$ cat src/rtl/alu_sequencer_if.sv
// Request / ALU / response bundle for alu_sequencer, plus the ALU function and status-bit codes.
// slave = the sequencer's view; master = the decoder/ALU side.
`ifndef ALU_SEQ_FUNC_CODES
`define ALU_SEQ_FUNC_CODES
`define NO_OPP      3'd0
`define SUM         3'd1
`define AND         3'd2
`define OR          3'd3
`define XOR         3'd4
`define SR          3'd5
`define CARRY       0
`define V_OVERFLOW  6
`endif

interface alu_sequencer_if #(
    parameter int unsigned REG_WIDTH = 8,
    parameter int unsigned OPP_WIDTH = 3
);
    logic                 req_valid;
    logic                 req_ready;
    logic [3:0]           req_op;
    logic [REG_WIDTH-1:0] req_a;
    logic [REG_WIDTH-1:0] req_b;
    logic [REG_WIDTH-1:0] req_status;

    logic [REG_WIDTH-1:0] alu_a;
    logic [REG_WIDTH-1:0] alu_b;
    logic [OPP_WIDTH-1:0] alu_func;
    logic                 alu_carry;
    logic                 alu_invert;
    logic [REG_WIDTH-1:0] alu_dout;
    logic [REG_WIDTH-1:0] alu_status;
    logic                 alu_wout;

    logic                 rsp_valid;
    logic                 rsp_ready;
    logic [REG_WIDTH-1:0] rsp_result;
    logic [REG_WIDTH-1:0] rsp_status;
    logic                 rsp_wr;
    logic                 rsp_err;

    modport slave (
        input  req_valid, req_op, req_a, req_b, req_status,
        output req_ready,
        output alu_a, alu_b, alu_func, alu_carry, alu_invert,
        input  alu_dout, alu_status, alu_wout,
        output rsp_valid, rsp_result, rsp_status, rsp_wr, rsp_err,
        input  rsp_ready
    );

    modport master (
        output req_valid, req_op, req_a, req_b, req_status,
        input  req_ready,
        input  alu_a, alu_b, alu_func, alu_carry, alu_invert,
        output alu_dout, alu_status, alu_wout,
        input  rsp_valid, rsp_result, rsp_status, rsp_wr, rsp_err,
        output rsp_ready
    );
endinterface

$ cat src/rtl/alu_sequencer.sv
// 6502 ALU micro-sequencer: request -> NO_OPP clear cycle -> issue -> flagged response.
// Define ALU_SEQ_TIMEOUT_EN to abort an ISSUE that waits TIMEOUT cycles without alu_wout.
module alu_sequencer #(
    parameter int unsigned REG_WIDTH = 8,
    parameter int unsigned OPP_WIDTH = 3,
    parameter int unsigned TIMEOUT   = 4
) (
    input  logic           phi1,
    input  logic           reset,
    alu_sequencer_if.slave bus
);
    localparam logic [1:0] S_IDLE  = 2'd0;
    localparam logic [1:0] S_CLEAR = 2'd1;
    localparam logic [1:0] S_ISSUE = 2'd2;
    localparam logic [1:0] S_RESP  = 2'd3;

    localparam logic [3:0] OP_ADC = 4'd0;
    localparam logic [3:0] OP_SBC = 4'd1;
    localparam logic [3:0] OP_AND = 4'd2;
    localparam logic [3:0] OP_ORA = 4'd3;
    localparam logic [3:0] OP_EOR = 4'd4;
    localparam logic [3:0] OP_ASL = 4'd5;
    localparam logic [3:0] OP_LSR = 4'd6;
    localparam logic [3:0] OP_ROL = 4'd7;
    localparam logic [3:0] OP_ROR = 4'd8;
    localparam logic [3:0] OP_INC = 4'd9;
    localparam logic [3:0] OP_DEC = 4'd10;
    localparam logic [3:0] OP_CMP = 4'd11;
    localparam logic [3:0] OP_BIT = 4'd12;

    localparam int unsigned N_BIT = 7;
    localparam int unsigned V_BIT = 6;
    localparam int unsigned Z_BIT = 1;
    localparam int unsigned C_BIT = 0;

    localparam logic [OPP_WIDTH-1:0] F_NOP = OPP_WIDTH'(`NO_OPP);
    localparam logic [OPP_WIDTH-1:0] F_SUM = OPP_WIDTH'(`SUM);
    localparam logic [OPP_WIDTH-1:0] F_AND = OPP_WIDTH'(`AND);
    localparam logic [OPP_WIDTH-1:0] F_OR  = OPP_WIDTH'(`OR);
    localparam logic [OPP_WIDTH-1:0] F_XOR = OPP_WIDTH'(`XOR);
    localparam logic [OPP_WIDTH-1:0] F_SR  = OPP_WIDTH'(`SR);

    logic [1:0]           state_q, state_d;
    logic [3:0]           op_q, op_d;
    logic [REG_WIDTH-1:0] a_q, a_d;
    logic [REG_WIDTH-1:0] b_q, b_d;
    logic [REG_WIDTH-1:0] st_q, st_d;

    logic                 req_ready_q, req_ready_d;
    logic                 rsp_valid_q, rsp_valid_d;
    logic                 rsp_wr_q, rsp_wr_d;
    logic                 rsp_err_q, rsp_err_d;
    logic [REG_WIDTH-1:0] rsp_result_q, rsp_result_d;
    logic [REG_WIDTH-1:0] rsp_status_q, rsp_status_d;

    logic [REG_WIDTH-1:0] alu_a_q, alu_a_d;
    logic [REG_WIDTH-1:0] alu_b_q, alu_b_d;
    logic [OPP_WIDTH-1:0] alu_func_q, alu_func_d;
    logic                 alu_carry_q, alu_carry_d;
    logic                 alu_invert_q, alu_invert_d;

`ifdef ALU_SEQ_TIMEOUT_EN
    localparam int unsigned WAIT_W = $clog2(TIMEOUT + 1);
    logic [WAIT_W-1:0] wait_q, wait_d;
`else
    logic unused_timeout;
    assign unused_timeout = (TIMEOUT != 0);
`endif

    // Only the carry and overflow bits of the ALU status are consumed.
    logic unused_alu_status;
    assign unused_alu_status = ^bus.alu_status;

    logic [OPP_WIDTH-1:0] tbl_func;
    logic [REG_WIDTH-1:0] tbl_b;
    logic                 tbl_inv;
    logic                 tbl_cin;

    always_comb begin
        tbl_func = F_SUM;
        tbl_b    = b_q;
        tbl_inv  = 1'b0;
        tbl_cin  = 1'b0;
        case (op_q)
            OP_ADC: tbl_cin = st_q[C_BIT];
            OP_SBC: begin tbl_inv = 1'b1; tbl_cin = st_q[C_BIT]; end
            OP_CMP: begin tbl_inv = 1'b1; tbl_cin = 1'b1; end
            OP_AND, OP_BIT: tbl_func = F_AND;
            OP_ORA: tbl_func = F_OR;
            OP_EOR: tbl_func = F_XOR;
            OP_ASL: tbl_b = a_q;
            OP_ROL: begin tbl_b = a_q; tbl_cin = st_q[C_BIT]; end
            OP_LSR: begin tbl_func = F_SR; tbl_b = '0; end
            OP_ROR: begin tbl_func = F_SR; tbl_b = '0; tbl_cin = st_q[C_BIT]; end
            OP_INC: begin tbl_b = '0; tbl_cin = 1'b1; end
            OP_DEC: begin tbl_b = '0; tbl_inv = 1'b1; end
            default: tbl_func = F_NOP;
        endcase
    end

    logic [REG_WIDTH-1:0] flag_st;
    logic                 flag_c;
    logic                 flag_wr;

    // N and Z always come from the result itself; the ALU's own N/Z are ignored.
    always_comb begin
        flag_st        = st_q;
        flag_c         = bus.alu_status[`CARRY] ^ alu_invert_q;
        flag_st[N_BIT] = bus.alu_dout[REG_WIDTH-1];
        flag_st[Z_BIT] = (bus.alu_dout == '0);
        case (op_q)
            OP_ADC, OP_SBC: begin
                flag_st[C_BIT] = flag_c;
                flag_st[V_BIT] = bus.alu_status[`V_OVERFLOW];
            end
            OP_CMP, OP_ASL, OP_LSR, OP_ROL, OP_ROR: flag_st[C_BIT] = flag_c;
            OP_BIT: begin
                flag_st[N_BIT] = b_q[REG_WIDTH-1];
                flag_st[V_BIT] = b_q[REG_WIDTH-2];
            end
            default: ;
        endcase
        flag_wr = !((op_q == OP_CMP) || (op_q == OP_BIT));
    end

    always_comb begin
        state_d      = state_q;
        op_d         = op_q;
        a_d          = a_q;
        b_d          = b_q;
        st_d         = st_q;
        req_ready_d  = req_ready_q;
        rsp_valid_d  = rsp_valid_q;
        rsp_wr_d     = rsp_wr_q;
        rsp_err_d    = rsp_err_q;
        rsp_result_d = rsp_result_q;
        rsp_status_d = rsp_status_q;
        alu_a_d      = alu_a_q;
        alu_b_d      = alu_b_q;
        alu_func_d   = alu_func_q;
        alu_carry_d  = alu_carry_q;
        alu_invert_d = alu_invert_q;
`ifdef ALU_SEQ_TIMEOUT_EN
        wait_d       = wait_q;
`endif
        case (state_q)
            S_IDLE: begin
                alu_func_d = F_NOP;
                if (bus.req_valid && req_ready_q) begin
                    op_d        = bus.req_op;
                    a_d         = bus.req_a;
                    b_d         = bus.req_b;
                    st_d        = bus.req_status;
                    req_ready_d = 1'b0;
                    if (bus.req_op <= OP_BIT) begin
                        state_d = S_CLEAR;
                    end else begin
                        state_d      = S_RESP;
                        rsp_valid_d  = 1'b1;
                        rsp_err_d    = 1'b1;
                        rsp_wr_d     = 1'b0;
                        rsp_result_d = '0;
                        rsp_status_d = bus.req_status;
                    end
                end else begin
                    req_ready_d = 1'b1;
                end
            end
            S_CLEAR: begin
                // alu_func is still NO_OPP this cycle; the op function lands with ISSUE.
                alu_a_d      = a_q;
                alu_b_d      = tbl_b;
                alu_invert_d = tbl_inv;
                alu_carry_d  = tbl_cin ^ tbl_inv;
                alu_func_d   = tbl_func;
                state_d      = S_ISSUE;
`ifdef ALU_SEQ_TIMEOUT_EN
                wait_d       = '0;
`endif
            end
            S_ISSUE: begin
                if (bus.alu_wout) begin
                    state_d      = S_RESP;
                    rsp_valid_d  = 1'b1;
                    rsp_err_d    = 1'b0;
                    rsp_wr_d     = flag_wr;
                    rsp_result_d = bus.alu_dout;
                    rsp_status_d = flag_st;
                    alu_func_d   = F_NOP;
                end
`ifdef ALU_SEQ_TIMEOUT_EN
                else if (wait_q == WAIT_W'(TIMEOUT - 1)) begin
                    state_d      = S_RESP;
                    rsp_valid_d  = 1'b1;
                    rsp_err_d    = 1'b1;
                    rsp_wr_d     = 1'b0;
                    rsp_result_d = '0;
                    rsp_status_d = st_q;
                    alu_func_d   = F_NOP;
                end else begin
                    wait_d = wait_q + WAIT_W'(1);
                end
`endif
            end
            S_RESP: begin
                if (bus.rsp_ready) begin
                    state_d     = S_IDLE;
                    rsp_valid_d = 1'b0;
                    req_ready_d = 1'b1;
                end
            end
            default: state_d = S_IDLE;
        endcase
    end

    always_ff @(posedge phi1) begin
        if (reset) begin
            state_q      <= S_IDLE;
            op_q         <= '0;
            a_q          <= '0;
            b_q          <= '0;
            st_q         <= '0;
            req_ready_q  <= 1'b0;
            rsp_valid_q  <= 1'b0;
            rsp_wr_q     <= 1'b0;
            rsp_err_q    <= 1'b0;
            rsp_result_q <= '0;
            rsp_status_q <= '0;
            alu_a_q      <= '0;
            alu_b_q      <= '0;
            alu_func_q   <= F_NOP;
            alu_carry_q  <= 1'b0;
            alu_invert_q <= 1'b0;
`ifdef ALU_SEQ_TIMEOUT_EN
            wait_q       <= '0;
`endif
        end else begin
            state_q      <= state_d;
            op_q         <= op_d;
            a_q          <= a_d;
            b_q          <= b_d;
            st_q         <= st_d;
            req_ready_q  <= req_ready_d;
            rsp_valid_q  <= rsp_valid_d;
            rsp_wr_q     <= rsp_wr_d;
            rsp_err_q    <= rsp_err_d;
            rsp_result_q <= rsp_result_d;
            rsp_status_q <= rsp_status_d;
            alu_a_q      <= alu_a_d;
            alu_b_q      <= alu_b_d;
            alu_func_q   <= alu_func_d;
            alu_carry_q  <= alu_carry_d;
            alu_invert_q <= alu_invert_d;
`ifdef ALU_SEQ_TIMEOUT_EN
            wait_q       <= wait_d;
`endif
        end
    end

    assign bus.req_ready  = req_ready_q;
    assign bus.rsp_valid  = rsp_valid_q;
    assign bus.rsp_wr     = rsp_wr_q;
    assign bus.rsp_err    = rsp_err_q;
    assign bus.rsp_result = rsp_result_q;
    assign bus.rsp_status = rsp_status_q;
    assign bus.alu_a      = alu_a_q;
    assign bus.alu_b      = alu_b_q;
    assign bus.alu_func   = alu_func_q;
    assign bus.alu_carry  = alu_carry_q;
    assign bus.alu_invert = alu_invert_q;
endmodule

$ cat src/flat_wrapper.sv
// flat-port wrapper written by rule: the top's interface ports become plain ports
module alu_sequencer_flat 
#(
    parameter int unsigned REG_WIDTH = 8,
    parameter int unsigned OPP_WIDTH = 3,
    parameter int unsigned TIMEOUT   = 4
)
  (phi1, reset, bus_req_valid, bus_req_op, bus_req_a, bus_req_b, bus_req_status, bus_req_ready, bus_alu_a, bus_alu_b, bus_alu_func, bus_alu_carry, bus_alu_invert, bus_alu_dout, bus_alu_status, bus_alu_wout, bus_rsp_valid, bus_rsp_result, bus_rsp_status, bus_rsp_wr, bus_rsp_err, bus_rsp_ready);
  alu_sequencer_if #(.REG_WIDTH(REG_WIDTH), .OPP_WIDTH(OPP_WIDTH)) bus_i ();
  input  logic phi1;
  input  logic reset;
  input wire logic [$bits(bus_i.req_valid)-1:0] bus_req_valid;
  input wire logic [$bits(bus_i.req_op)-1:0] bus_req_op;
  input wire logic [$bits(bus_i.req_a)-1:0] bus_req_a;
  input wire logic [$bits(bus_i.req_b)-1:0] bus_req_b;
  input wire logic [$bits(bus_i.req_status)-1:0] bus_req_status;
  output wire logic [$bits(bus_i.req_ready)-1:0] bus_req_ready;
  output wire logic [$bits(bus_i.alu_a)-1:0] bus_alu_a;
  output wire logic [$bits(bus_i.alu_b)-1:0] bus_alu_b;
  output wire logic [$bits(bus_i.alu_func)-1:0] bus_alu_func;
  output wire logic [$bits(bus_i.alu_carry)-1:0] bus_alu_carry;
  output wire logic [$bits(bus_i.alu_invert)-1:0] bus_alu_invert;
  input wire logic [$bits(bus_i.alu_dout)-1:0] bus_alu_dout;
  input wire logic [$bits(bus_i.alu_status)-1:0] bus_alu_status;
  input wire logic [$bits(bus_i.alu_wout)-1:0] bus_alu_wout;
  output wire logic [$bits(bus_i.rsp_valid)-1:0] bus_rsp_valid;
  output wire logic [$bits(bus_i.rsp_result)-1:0] bus_rsp_result;
  output wire logic [$bits(bus_i.rsp_status)-1:0] bus_rsp_status;
  output wire logic [$bits(bus_i.rsp_wr)-1:0] bus_rsp_wr;
  output wire logic [$bits(bus_i.rsp_err)-1:0] bus_rsp_err;
  input wire logic [$bits(bus_i.rsp_ready)-1:0] bus_rsp_ready;
  assign bus_i.req_valid = bus_req_valid;
  assign bus_i.req_op = bus_req_op;
  assign bus_i.req_a = bus_req_a;
  assign bus_i.req_b = bus_req_b;
  assign bus_i.req_status = bus_req_status;
  assign bus_req_ready = bus_i.req_ready;
  assign bus_alu_a = bus_i.alu_a;
  assign bus_alu_b = bus_i.alu_b;
  assign bus_alu_func = bus_i.alu_func;
  assign bus_alu_carry = bus_i.alu_carry;
  assign bus_alu_invert = bus_i.alu_invert;
  assign bus_i.alu_dout = bus_alu_dout;
  assign bus_i.alu_status = bus_alu_status;
  assign bus_i.alu_wout = bus_alu_wout;
  assign bus_rsp_valid = bus_i.rsp_valid;
  assign bus_rsp_result = bus_i.rsp_result;
  assign bus_rsp_status = bus_i.rsp_status;
  assign bus_rsp_wr = bus_i.rsp_wr;
  assign bus_rsp_err = bus_i.rsp_err;
  assign bus_i.rsp_ready = bus_rsp_ready;
  alu_sequencer #(.REG_WIDTH(REG_WIDTH), .OPP_WIDTH(OPP_WIDTH), .TIMEOUT(TIMEOUT)) u_core (.phi1(phi1), .reset(reset), .bus(bus_i));
endmodule
$ cat config.mk
export PLATFORM = sky130hd
export DESIGN_NAME = alu_sequencer_flat
export DESIGN_NICKNAME = d
export VERILOG_FILES = /design/src/rtl/alu_sequencer_if.sv /design/src/rtl/alu_sequencer.sv /design/src/flat_wrapper.sv
export SDC_FILE = /design/constraint.sdc
export NUM_CORES = 1
export LEC_CHECK = 0
export CAP_MARGIN = 20
export CORE_UTILIZATION = 48
export CTS_BUF_LIST = sky130_fd_sc_hd__clkbuf_4 sky130_fd_sc_hd__clkbuf_8
export CTS_CLUSTER_SIZE = 20
export DETAILED_ROUTE_END_ITERATION = 7
export PLACE_DENSITY = 0.78
export SLEW_MARGIN = 20
export SYNTH_ARGS = -nofsm -noshare
export SYNTH_HDL_FRONTEND = slang
export SYNTH_SLANG_ARGS = --single-unit
$ cat constraint.sdc
create_clock -name phi1 -period 2.1 [get_ports phi1]
set_clock_uncertainty 0.1 [all_clocks]
set_input_delay 0.42 -clock phi1 [delete_from_list [all_inputs] [get_ports phi1]]
set_output_delay 0.42 -clock phi1 [all_outputs]
set_load 0.01 [all_outputs]
# Yosys cells after proc, flatten, opt, wreduce, memory -nomap -nowiden

Cells that the tools add are included.

Order comparisons: 1
Equal/unequal tests: 19
Muxes and demuxes: 36
Bitwise gates (word level): 2
Reductions and logical operators: 26

Operators with widths:

| cell                                                             | number |
|---|---|
| 8-bit two-way mux                                                | 6 |
| 8-bit case mux with 2 select lines                               | 3 |
| 4-bit == test (second input constant)                            | 5 |
| 4-bit by 3-bit == test with 1-bit output (second input constant) | 4 |
| 3-bit case mux with 5 select lines                               | 1 |
| 7-bit OR reduction                                               | 2 |
| 1-bit two-way mux                                                | 13 |
| 1-bit case mux with 2 select lines                               | 5 |
| 2-bit OR reduction                                               | 5 |
| 3-bit case mux with 3 select lines                               | 1 |
| 4-bit by 2-bit == test with 1-bit output (second input constant) | 2 |
| 8-bit logical NOT                                                | 1 |
| 2-bit two-way mux                                                | 4 |
| 2-bit case mux with 4 select lines                               | 1 |
| 4-bit OR reduction                                               | 2 |
| 2-bit inequality test (second input constant)                    | 3 |
| 2-bit AND reduction                                              | 3 |
| 3-bit nonzero test                                               | 2 |
| 5-bit AND reduction                                              | 1 |
| 2-bit == test (second input constant)                            | 2 |
| 4-bit by 1-bit == test with 1-bit output (second input constant) | 1 |
| 4-bit less-or-equal comparator (second input constant)           | 1 |
| 4-bit logical NOT                                                | 1 |
| 4-bit AND reduction                                              | 1 |
| other kinds (12)                                                 | 14 |

Register bits: 70
Input bits: 49
Output and inout port bits: 41

# Depth between registers and ports, before layout

Gate-level depths: netlist of the first run.

Depth after elaboration: 5
Mapped depth: 8

# Least setup slack after synthesis of the first run

OpenSTA, ideal clock, no wires.

Path type: reg-to-reg
From: reg u_core.state_q[0]
To: reg u_core.rsp_status_q[1] (netlist: u_core.bus.rsp_status[1])
Setup time: 91 ps
Data arrival time: 1585 ps
Required time: 1909 ps
Path slack: 324 ps
Stages on the path, launching flop included: 8
Path buffers: 2
Path through: dfxtp_1 inv_1 ha_1 buf_4 or2_2 o2111a_2 buf_4 a311oi_1

Word-level cells in the longest chain between the ends: 3
Elaborated cells between the ends (all ways): 8
Classes of those cells: eq/ne: 4; mux: 1; reduce/logical: 3

Ends and longest elaborated chain:

| item                                                          | RTL line             | RTL |
|---|---|---|
| start, declared                                               | alu_sequencer.sv:43  | `logic [1:0] state_q, state_d;` |
| start signal, assigned                                        | alu_sequencer.sv:238 | `state_q <= state_d;` |
| 2-bit == test / 2-bit logical NOT (equally long branches)     | alu_sequencer.sv:146 | `case (state_q)` |
| 2-bit inequality test (no line), or another cell as far along | -                    |  |
| 4-bit AND reduction (no line)                                 | -                    |  |
| end signal, assigned                                          | alu_sequencer.sv:248 | `rsp_status_q <= rsp_status_d;` |
| end, declared                                                 | alu_sequencer.sv:54  | `logic [REG_WIDTH-1:0] rsp_status_q, rsp_status_d;` |

Several ways; a longest one is shown, not always the timed one.
A chain may end at the register's enable or synchronous reset.

# Worst setup path in the final report of the first run

From: reg u_core.state_q[0]
To: reg u_core.alu_func_q[2] (netlist: u_core.bus.alu_func[2])

Word-level cells in the longest chain between the ends: 3
Elaborated cells between the ends (all ways): 7
Classes of those cells: eq/ne: 3; mux: 1; reduce/logical: 3

Ends and longest elaborated chain:

| item                                                                         | RTL line             | RTL |
|---|---|---|
| 2-bit == test, or another cell as far along                                  | alu_sequencer.sv:146 |  |
| 2-bit inequality test (no line) / 3-bit nonzero test (equally long branches) | -                    |  |
| 2-bit AND reduction (no line)                                                | -                    |  |
| end signal, assigned                                                         | alu_sequencer.sv:251 | `alu_func_q <= alu_func_d;` |
| end, declared                                                                | alu_sequencer.sv:58  | `logic [OPP_WIDTH-1:0] alu_func_q, alu_func_d;` |

Several ways; a longest one is shown, not always the timed one.

==> impl_metrics.csv, run 1 <==
group,metric,value,unit
route,drc,0,
cts,htreeDepth,3,
synth,ys_seq_area_frac,0.463,
synth,synth_area,2990,µm²
route,first_iter_violations,179,
timing,drv_slew,0,
global_route,grt_first_pass_wirelength,12200,µm
setup_path,critPathRequiredTime,2.27,ns
die,start_util,0.501,
die,placement_rows,28,
global_route,grt_max_degree,30,
status,status,"completed",
cells_and_area,syn_to_final_growth,37.1,%
timing,setup-tns-final,0,ns
timing,tightest_slew,0.492,ns
setup_path,worst_setup_path_start_kind,"flop",
cells_and_area,stdcell_count,502,
synth,ys_top_cells_by_count,"69 x dfxtp_1, 57 x nand2_1, 45 x nor2_1",
flow_run,cap_violations,0,
cts,clk_pin_slew,0.07,ns
die,dieArea,6540,µm²
synth,netlist_instances,342,
synth,ys_seq_elements,69,
die,design.core.area,5960,µm²
pwr,p_leak,1.49,nW
cts,cts_tree,"yes",
synth,synth_ff_type,"dfxtp_1",
timing,relSlewSlack,0.672,
cells_and_area,drive_gt1_frac,0.0890,
placed_design,portBuffers,83,
cells_and_area,final_nets,476,
cts,clk_path_buf_depth,2,
synth,synth_edf_count,0,
route,wl,7580,µm
pwr,max-vdd-ir-drop,744,µV
route,drt_pass1_iterations,4,
global_route,grt-ovfl-total,0,
synth,syn-mean-instance-area,8.73,µm²
cts,cts-root-buf,"clkbuf_8",
timing,holdWs,0.356,ns
synth,synth_top_area_share,0.463,
timing,post-route-min-period,1.97,ns
setup_path,crit_arrival,2.14,ns
pwr,power_density,1100,nW/µm²
timing,fmax,508,MHz
die,die_w,80.9,µm
cts,holdBufCountCts,0,
synth,synth_nets,396,
route,vias,2723,
setup_path,crit_fanout,5,
timing,finalSetupViolCount,0,
cts,numCtsBuffers,9,
synth,synthDistinctLibCells,49,
cts,cts_sinks,69,
synth,ys_async_sr_fraction,0,
timing,grt_setup_unrepaired,"no",
min_path,hold_path_class,"flop to flop",
timing,hold_viol_final,0,
cells_and_area,post-route-util,0.688,
die,pin_count,90,
synth,synth_top_area_cell,"dfxtp_1",
route,final_antenna_net_count,0,
route,vias_per_cell,5.42,
global_route,grt_pass1_vias,2575,
placed_design,place_congestion,0.823,
cts,clk_latency,0.34,ns
placed_design,dp_hpwl,5220,µm
cts,post-cts-setup-buffers,0,
die,die_y,80.9,µm
cts,cts_resized,0,
synth,ys_top_cells_by_area,"dfxtp_1 46%, nand2_1 7.2%, a21oi_1 6.0%, mux2i_1 5.7%, nor2_1 5.7%",
global_route,antenna_found_initial,0,
route,avgRoutedWirePerCell,15.1,µm
placed_design,dp_cells,486,
timing,finalCritPeriodShare,0.938,
setup_path,worstSetupPathType,"flop to flop",
global_route,grt.total_usage,0.247,
synth,synthMostInstantiatedCell,"dfxtp_1",
setup_path,end_kind,"flop",
cells_and_area,diodes,0,
synth,ys_warn_count,0,
## state kept, by name (all words and copies together), names as in the netlist
signal and cells:
u_core.a_q 8, u_core.b_q 8, u_core.bus.alu_a 8, u_core.bus.alu_b 8
u_core.bus.alu_carry 1, u_core.bus.alu_func 3, u_core.bus.alu_invert 1, u_core.bus.req_ready 1
u_core.bus.rsp_err 1, u_core.bus.rsp_result 8, u_core.bus.rsp_status 8, u_core.bus.rsp_valid 1
u_core.bus.rsp_wr 1, u_core.op_q 4, u_core.st_q 6, u_core.state_q 2
## worst max-delay path, stage by stage, from the launching register on
cell and delay (ns):
dfxtp_1 0.42, inv_1 0.09, ha_1 0.24, nor2b_1 0.21, nor2_1 0.23, or4b_1 0.48, a21oi_1 0.14
## layout make-up
type | count | area [µm²]
clock buffer | 9 | 124
timing repair buffer | 94 | 933
fill | 523 | 1860
multi-input combinational | 241 | 1460
tap | 75 | 93.8
inverter | 7 | 26.3
sequential | 69 | 1380
clock inverter | 7 | 73.8
## layer usage
layer | vias to the layer above | global-route usage | routed length [µm]
met3 | 13 | 0.0438 | 363
met5 | - | 0 | 0
met2 | 64 | 0.409 | 3830
met4 | 0 | 0.123 | 142
li1 | 1365 | - | -
met1 | 1281 | 0.307 | 3250
## cells in the final DEF (no fill, tap or decap), types with 2 or more instances in the layout
cell type and n:
clkdlybuf4s50_1 82, dfxtp_1 69, nand2_1 57, nor2_1 45
a21oi_1 36, mux2i_1 17, a22oi_1 9, clkbuf_8 9
buf_4 9, a222oi_1 8, inv_1 7, a211oi_1 5
ha_1 5, nand3_1 4, nor3b_1 4, nor2b_1 4
nor3_1 4, a311oi_1 4, and3_1 3, o21ai_0 3
and3b_1 3, o2111ai_1 2, or2_2 2, nor4_1 2
inv_6 2, clkinv_2 2, buf_12 2
## logic make-up (layout without fill, tap and decap cells)
logic type / after synthesis / after routing / share of synthesized area
DFF: 69 / 69 / 0.463
AOI/OAI and AO/OA: 81 / 81 / 0.198
and+or+nand+nor: 137 / 137 / 0.211
adders and majority gates: 5 / 5 / 0.0209
muxes: 17 / 17 / 0.0570
buffers and inverters: 32 / 117 / 0.0478
xor gates and xnor gates: 1 / 1 / 0.00293
## power breakdown
part,total [mW],switching [mW],internal (mW)
sequential,1.72,0.184,1.53
combinational,1.72,0.903,0.822
clock,1.08,0.527,0.554
total,4.52,1.61,2.91
## final timing paths
check | startpoint | endpoint | slack (ns) | depth (start not counted)
max | u_core.state_q[0] | u_core.bus.alu_func[2] | 0.13 | 6
min | u_core.st_q[2] | u_core.st_q[2] | 0.36 | 2
max reg2reg | u_core.state_q[0] | u_core.bus.alu_func[2] | 0.13 | 6
min reg2reg | u_core.st_q[2] | u_core.st_q[2] | 0.36 | 2
## per-stage QoR
| step | area [µm²] | setup slack, ns | power [mW] |
|---|---|---|---|
| 2_1_floorplan | 2990 | 0.324 | 2.80 |
| 3_3_place_gp | 3900 | 0.0680 | 3.42 |
| 3_5_place_dp | 3900 | 0.0249 | 3.46 |
| 4_1_cts | 4100 | 0.119 | 4.57 |
| 5_1_grt | 4100 | 0.0312 | 4.81 |
| 6_report | 4100 | 0.130 | 4.52 |
(Power assumes the default switching activity.)
==> run 2, diff against run 1 <==
--- a/config.mk
+++ b/config.mk
@@ -10,3 +10,3 @@
 export CTS_BUF_LIST = sky130_fd_sc_hd__clkbuf_4 sky130_fd_sc_hd__clkbuf_8
-export CTS_CLUSTER_SIZE = 20
+export CTS_CLUSTER_SIZE = 10
 export DETAILED_ROUTE_END_ITERATION = 7
--- a/constraint.sdc
+++ b/constraint.sdc
@@ -4,2 +4,2 @@
 set_output_delay 0.42 -clock phi1 [all_outputs]
-set_load 0.01 [all_outputs]
+set_load 0.05 [all_outputs]
==> run 2 against run 1 <==
Net effect:
- register-to-register slack better by 0.03 ns
- hold slack worse by 0.0012 ns
- final cell count unchanged
- non-clock buffer count unchanged
- clock-buffer cell count up 2
- die area unchanged
- sequential power about the same
- critical path depth down 5
- largest power group is now combinational cells
- sequential cell count unchanged
- global-route usage down 0.10 points
==> impl_metrics.csv, run 2 (synthesized netlist as in run 1, its figures left out) <==
group,metric,value,unit
pwr,switching_power,2.01,mW
placed_design,dp_hpwl,5130,µm
route,final_antenna_net_count,0,
die,start_util,0.501,
cts,cts_sinks,69,
timing,finalCritPeriodShare,0.964,
cts,post-cts-setup-buffers,0,
cells_and_area,post-route-util,0.693,
cells_and_area,diodes,0,
die,die_y,80.9,µm
placed_design,portBuffers,83,
setup_path,path_buf_inv,1,
route,drt_pass1_iterations,5,
setup_path,slowest_stage,"clkdlybuf4s50_1",
global_route,grt-ovfl-total,0,
setup_path,worstSetupPathType,"flop to primary output",
timing,grt_setup_unrepaired,"no",
status,status,"completed",
cts,clk_path_buf_depth,2,
pwr,max-vdd-ir-drop,925,µV
timing,drv_slew,0,
setup_path,end_kind,"primary output",
die,dieArea,6540,µm²
route,first_iter_violations,165,
flow_run,cap_violations,0,
placed_design,placed_area,3890,µm²
pwr,total_power,5.10,mW
cells_and_area,layout_common_cells,"80 x clkdlybuf4s50_1, 69 x dfxtp_1, 57 x nand2_1, 44 x nor2_1, 36 x a21oi_1",
pwr,pwr-share-clk,0.246,
cts,cts_tree,"yes",
route,drc,0,
setup_path,slowest_delay,0.81,ns
setup_path,crit_chain,"clkdlybuf4s50_1",
route,wl,7680,µm
setup_path,crit_arrival,1.50,ns
cells_and_area,num-fill-cells,505,
cells_and_area,layout_commonest_cell,"clkdlybuf4s50_1",
timing,relSlewSlack,0.647,
cells_and_area,syn_to_final_growth,38.2,%
timing,setup-tns-final,0,ns
die,placement_rows,28,
cells_and_area,drive_gt1_frac,0.0960,
pwr,intPower,3.09,mW
cells_and_area,final_nets,476,
global_route,grt_max_degree,30,
pwr,p_leak,1.51,nW
cts,clk_latency,0.34,ns
timing,finalSetupViolCount,0,
cts,cts-root-buf,"clkbuf_8",
timing,hold_viol_final,0,
global_route,grt_first_pass_wirelength,12100,µm
min_path,hold_path_class,"flop to flop",
cells_and_area,multi_input_area,1470,µm²
timing,holdWs,0.354,ns
timing,fmax,494,MHz
die,pin_count,90,
pwr,power_frac_seq,0.337,
cts,clk_pin_slew,0.08,ns
pwr,power_density,1240,nW/µm²
die,design.core.area,5960,µm²
placed_design,place_congestion,0.817,
setup_path,crit_fanout,2,
route,vias,2785,
setup_path,critPathRequiredTime,1.58,ns
cts,htreeDepth,3,
cells_and_area,final_area,4130,µm²
cts,numCtsBuffers,9,
pwr,sw_frac_of_total,0.395,
route,vias_per_cell,5.55,
pwr,p_comb_frac,0.417,
timing,tightest_slew,0.528,ns
setup_path,crit_family,"buffers and inverters",
cells_and_area,seq_area,1380,µm²
route,avgRoutedWirePerCell,15.3,µm
global_route,grt.total_usage,0.246,
global_route,grt_pass1_vias,2586,
setup_path,worst_setup_path_start_kind,"flop",
timing,post-route-min-period,2.02,ns
global_route,antenna_found_initial,0,
die,die_w,80.9,µm
## run 2: stage by stage
stage	setup WS, ns	cells
floorplan	0.250	342
global placement	0.0679	486
detailed placement	0.0149	486
CTS	0.0596	502
global route	0.0183	502
finish	0.0755	502
## run 2: what timing repair did
action | 4_1_cts | 5_1_grt
endpoints found under the setup margin | 0 | 1
hold buffers | 0 | 0
gates resized for setup | 0 | 1
## run 2: power by group through the flow
stage               combinational (mW)  sequential [mW]  clock, mW
floorplan                         1.05             2.15          0
global placement                  2.08             1.73          0
detailed placement                2.12             1.74          0
CTS                               2.13             1.71       1.27
global route                      2.29             1.75       1.33
finish                            2.13             1.72       1.26
## run 2: path summary, 6_finish.rpt
path                  startpoint                  endpoint  slack, ns  cells past startpoint
max          u_core.bus.alu_b[2]              bus_alu_b[2]       0.08                      1
min               u_core.st_q[2]            u_core.st_q[2]       0.35                      2
max reg2reg    u_core.state_q[0]  u_core.bus.rsp_status[0]       0.16                      7
min reg2reg       u_core.st_q[2]            u_core.st_q[2]       0.35                      2
## run 2: layout make-up
| cell class | count | share of cell area |
|---|---|---|
| Multi-Input combinational cell | 241 | 0.355 |
| Sequential cell | 69 | 0.335 |
| Timing Repair Buffer | 94 | 0.225 |
| Clock buffer | 11 | 0.0367 |
| Tap cell | 75 | 0.0227 |
| Clock inverter | 5 | 0.0200 |
| Inverter | 7 | 0.00636 |
## run 2: routing by layer
layer  global-route usage  wire (µm)  vias to the layer above
met5                    0          0                        -
met4                0.139        187                        0
met3               0.0438        464                       19
met2                0.408       3720                       93
met1                0.300       3310                     1308
li1                     -          -                     1365
==> run 3, diff against run 2 <==
clock period = 2.3 ns   (was 2.1 ns; I/O delays follow)
==> run 3 against run 2 <==
Net effect:
- die area is the same
- first-iteration DRC count fell by 16%
- sequential power down 9%
- via count fell by 1.0%
- clock power fell by 32%
- register-to-register slack gained 0.12 ns
- sequential share of layout area up 0.94 points
- sequential cell count did not move
- power down 16%
- routed wire length decreased by 3.9%
- largest power group unchanged
==> impl_metrics.csv, run 3 (synthesized netlist as in run 1, its figures left out) <==
group,metric,value,unit
setup_path,crit_fanout,6,
cts,htreeDepth,3,
setup_path,rr_startpoint,"u_core.state_q[0]",
pwr,sw_frac_of_total,0.424,
cts,clk_pin_slew,0.07,ns
cells_and_area,multi_input_area,1460,µm²
timing,fmax,463,MHz
setup_path,worstSetupPathType,"flop to primary output",
cells_and_area,layout_common_cells,"82 x clkdlybuf4s50_1, 69 x dfxtp_1, 57 x nand2_1, 45 x nor2_1, 36 x a21oi_1",
pwr,power_frac_seq,0.364,
route,first_iter_violations,139,
global_route,grt.total_usage,0.245,
global_route,grtUsageMet2,0.397,
placed_design,portBuffers,83,
cells_and_area,syn_to_final_growth,34.5,%
pwr,switching_power,1.83,mW
die,placement_rows,28,
timing,tightest_slew,0.556,ns
setup_path,end_kind,"primary output",
global_route,grt_first_pass_wirelength,12100,µm
global_route,top_usage_layer,"met2",
setup_path,path_buf_inv,1,
timing,drv_slew,0,
die,pin_count,90,
min_path,holdCritStartpoint,"u_core.st_q[3]",
cts,clk_path_buf_depth,2,
pwr,intPower,2.48,mW
pwr,max-vdd-ir-drop,704,µV
setup_path,crit_chain,"clkdlybuf4s50_1",
pwr,p_leak,1.45,nW
setup_path,cp-startpoint,"u_core.bus.req_ready",
route,final_antenna_net_count,0,
timing,timing.final.ws_setup,0.141,ns
placed_design,placed_area,3850,µm²
route,avgRoutedWirePerCell,14.8,µm
cts,post-cts-setup-buffers,0,
route,vias_per_cell,5.52,
global_route,antenna_found_initial,0,
global_route,grt_use_met3,0.0438,
pwr,pwr-share-clk,0.199,
placed_design,place_congestion,0.811,
timing,setup-tns-final,0,ns
placed_design,place_ws,0.206,ns
cells_and_area,stdcell_count,499,
timing,finalCritPeriodShare,0.939,
global_route,use_met1,0.316,
cells_and_area,num-fill-cells,515,
cts,cts-root-buf,"clkbuf_8",
cts,numCtsBuffers,9,
placed_design,dp_cells,483,
global_route,grt_max_degree,32,
die,die_y,80.9,µm
setup_path,crit_arrival,1.60,ns
route,drt_pass1_iterations,5,
cts,clk_latency,0.35,ns
die,dieArea,6540,µm²
global_route,grt-ovfl-total,0,
pwr,total_power,4.31,mW
route,vias,2756,
timing,grt_setup_unrepaired,"no",
setup_path,slowest_delay,0.83,ns
flow_run,cap_violations,0,
cts,cts_sinks,69,
pwr,power_density,1070,nW/µm²
route,drc,0,
setup_path,critPathRequiredTime,1.74,ns
cells_and_area,layout_commonest_cell,"clkdlybuf4s50_1",
setup_path,slowest_stage,"clkdlybuf4s50_1",
status,status,"completed",
placed_design,dp_hpwl,4970,µm
timing,post-route-min-period,2.16,ns
pwr,p_comb_frac,0.437,
cts,cts_resized,0,
route,wl,7380,µm
cts,cts_tree,"yes",
timing,hold_viol_final,0,
min_path,hold_path_class,"flop to flop",
timing,relSlewSlack,0.629,
cells_and_area,diodes,0,
cells_and_area,final_nets,473,
cells_and_area,seq_area,1380,µm²
setup_path,crit_family,"buffers and inverters",
die,die_w,80.9,µm
cells_and_area,final_area,4020,µm²
cts,holdBufCountCts,0,
cells_and_area,post-route-util,0.674,
global_route,grt_pass1_vias,2527,
timing,finalSetupViolCount,0,
cells_and_area,drive_gt1_frac,0.0825,
setup_path,worst_setup_path_start_kind,"flop",
timing,holdWs,0.356,ns
die,start_util,0.501,
die,design.core.area,5960,µm²
run 3: changes by cell type in the layout (fill, tap and decap cells not counted), sizes merged:
cell           change
buf                -5
clkinvlp           +3
bufinv             -2
clkbuf             -2
clkdlybuf4s50      +2
clkinv             +1
run 3: final timing paths:
check	to	slack, ns	cells after the start
worst max-delay path	bus_req_ready	0.14	1
worst min-delay path	u_core.st_q[3]	0.36	2
worst max register to register	u_core.bus.rsp_valid	0.28	6
worst min register to register	u_core.st_q[3]	0.36	2
run 3: power by group through the flow:
| stage | logic (mW) | clock network, mW | registers [mW] |
|---|---|---|---|
| after floorplan | 0.961 | 0 | 1.96 |
| after global placement | 1.84 | 0 | 1.58 |
| after detailed placement | 1.87 | 0 | 1.59 |
| after CTS | 1.88 | 0.863 | 1.57 |
| after global routing | 2.05 | 0.931 | 1.59 |
| final | 1.88 | 0.855 | 1.57 |
run 3: area by class of cell:
| class | instances | share of cell area |
|---|---|---|
| clock buffer | 9 | 0.0308 |
| clock inverter | 7 | 0.0106 |
| inverter | 7 | 0.00654 |
| multi-input combinational | 241 | 0.364 |
| sequential | 69 | 0.344 |
| tap | 75 | 0.0234 |
| timing repair buffer | 91 | 0.221 |
run 3: layer usage:
metal,vias up,part of all wire
li1,1361,-
met1,1303,0.44
met2,79,0.49
met3,13,0.053
met4,0,0.021
met5,-,0
run 3: worst min-delay path, cell delays in order, from the launching register on:
cell and delay (ns):
dfxtp_1 0.31, nand2_1 0.05, a21oi_1 0.05
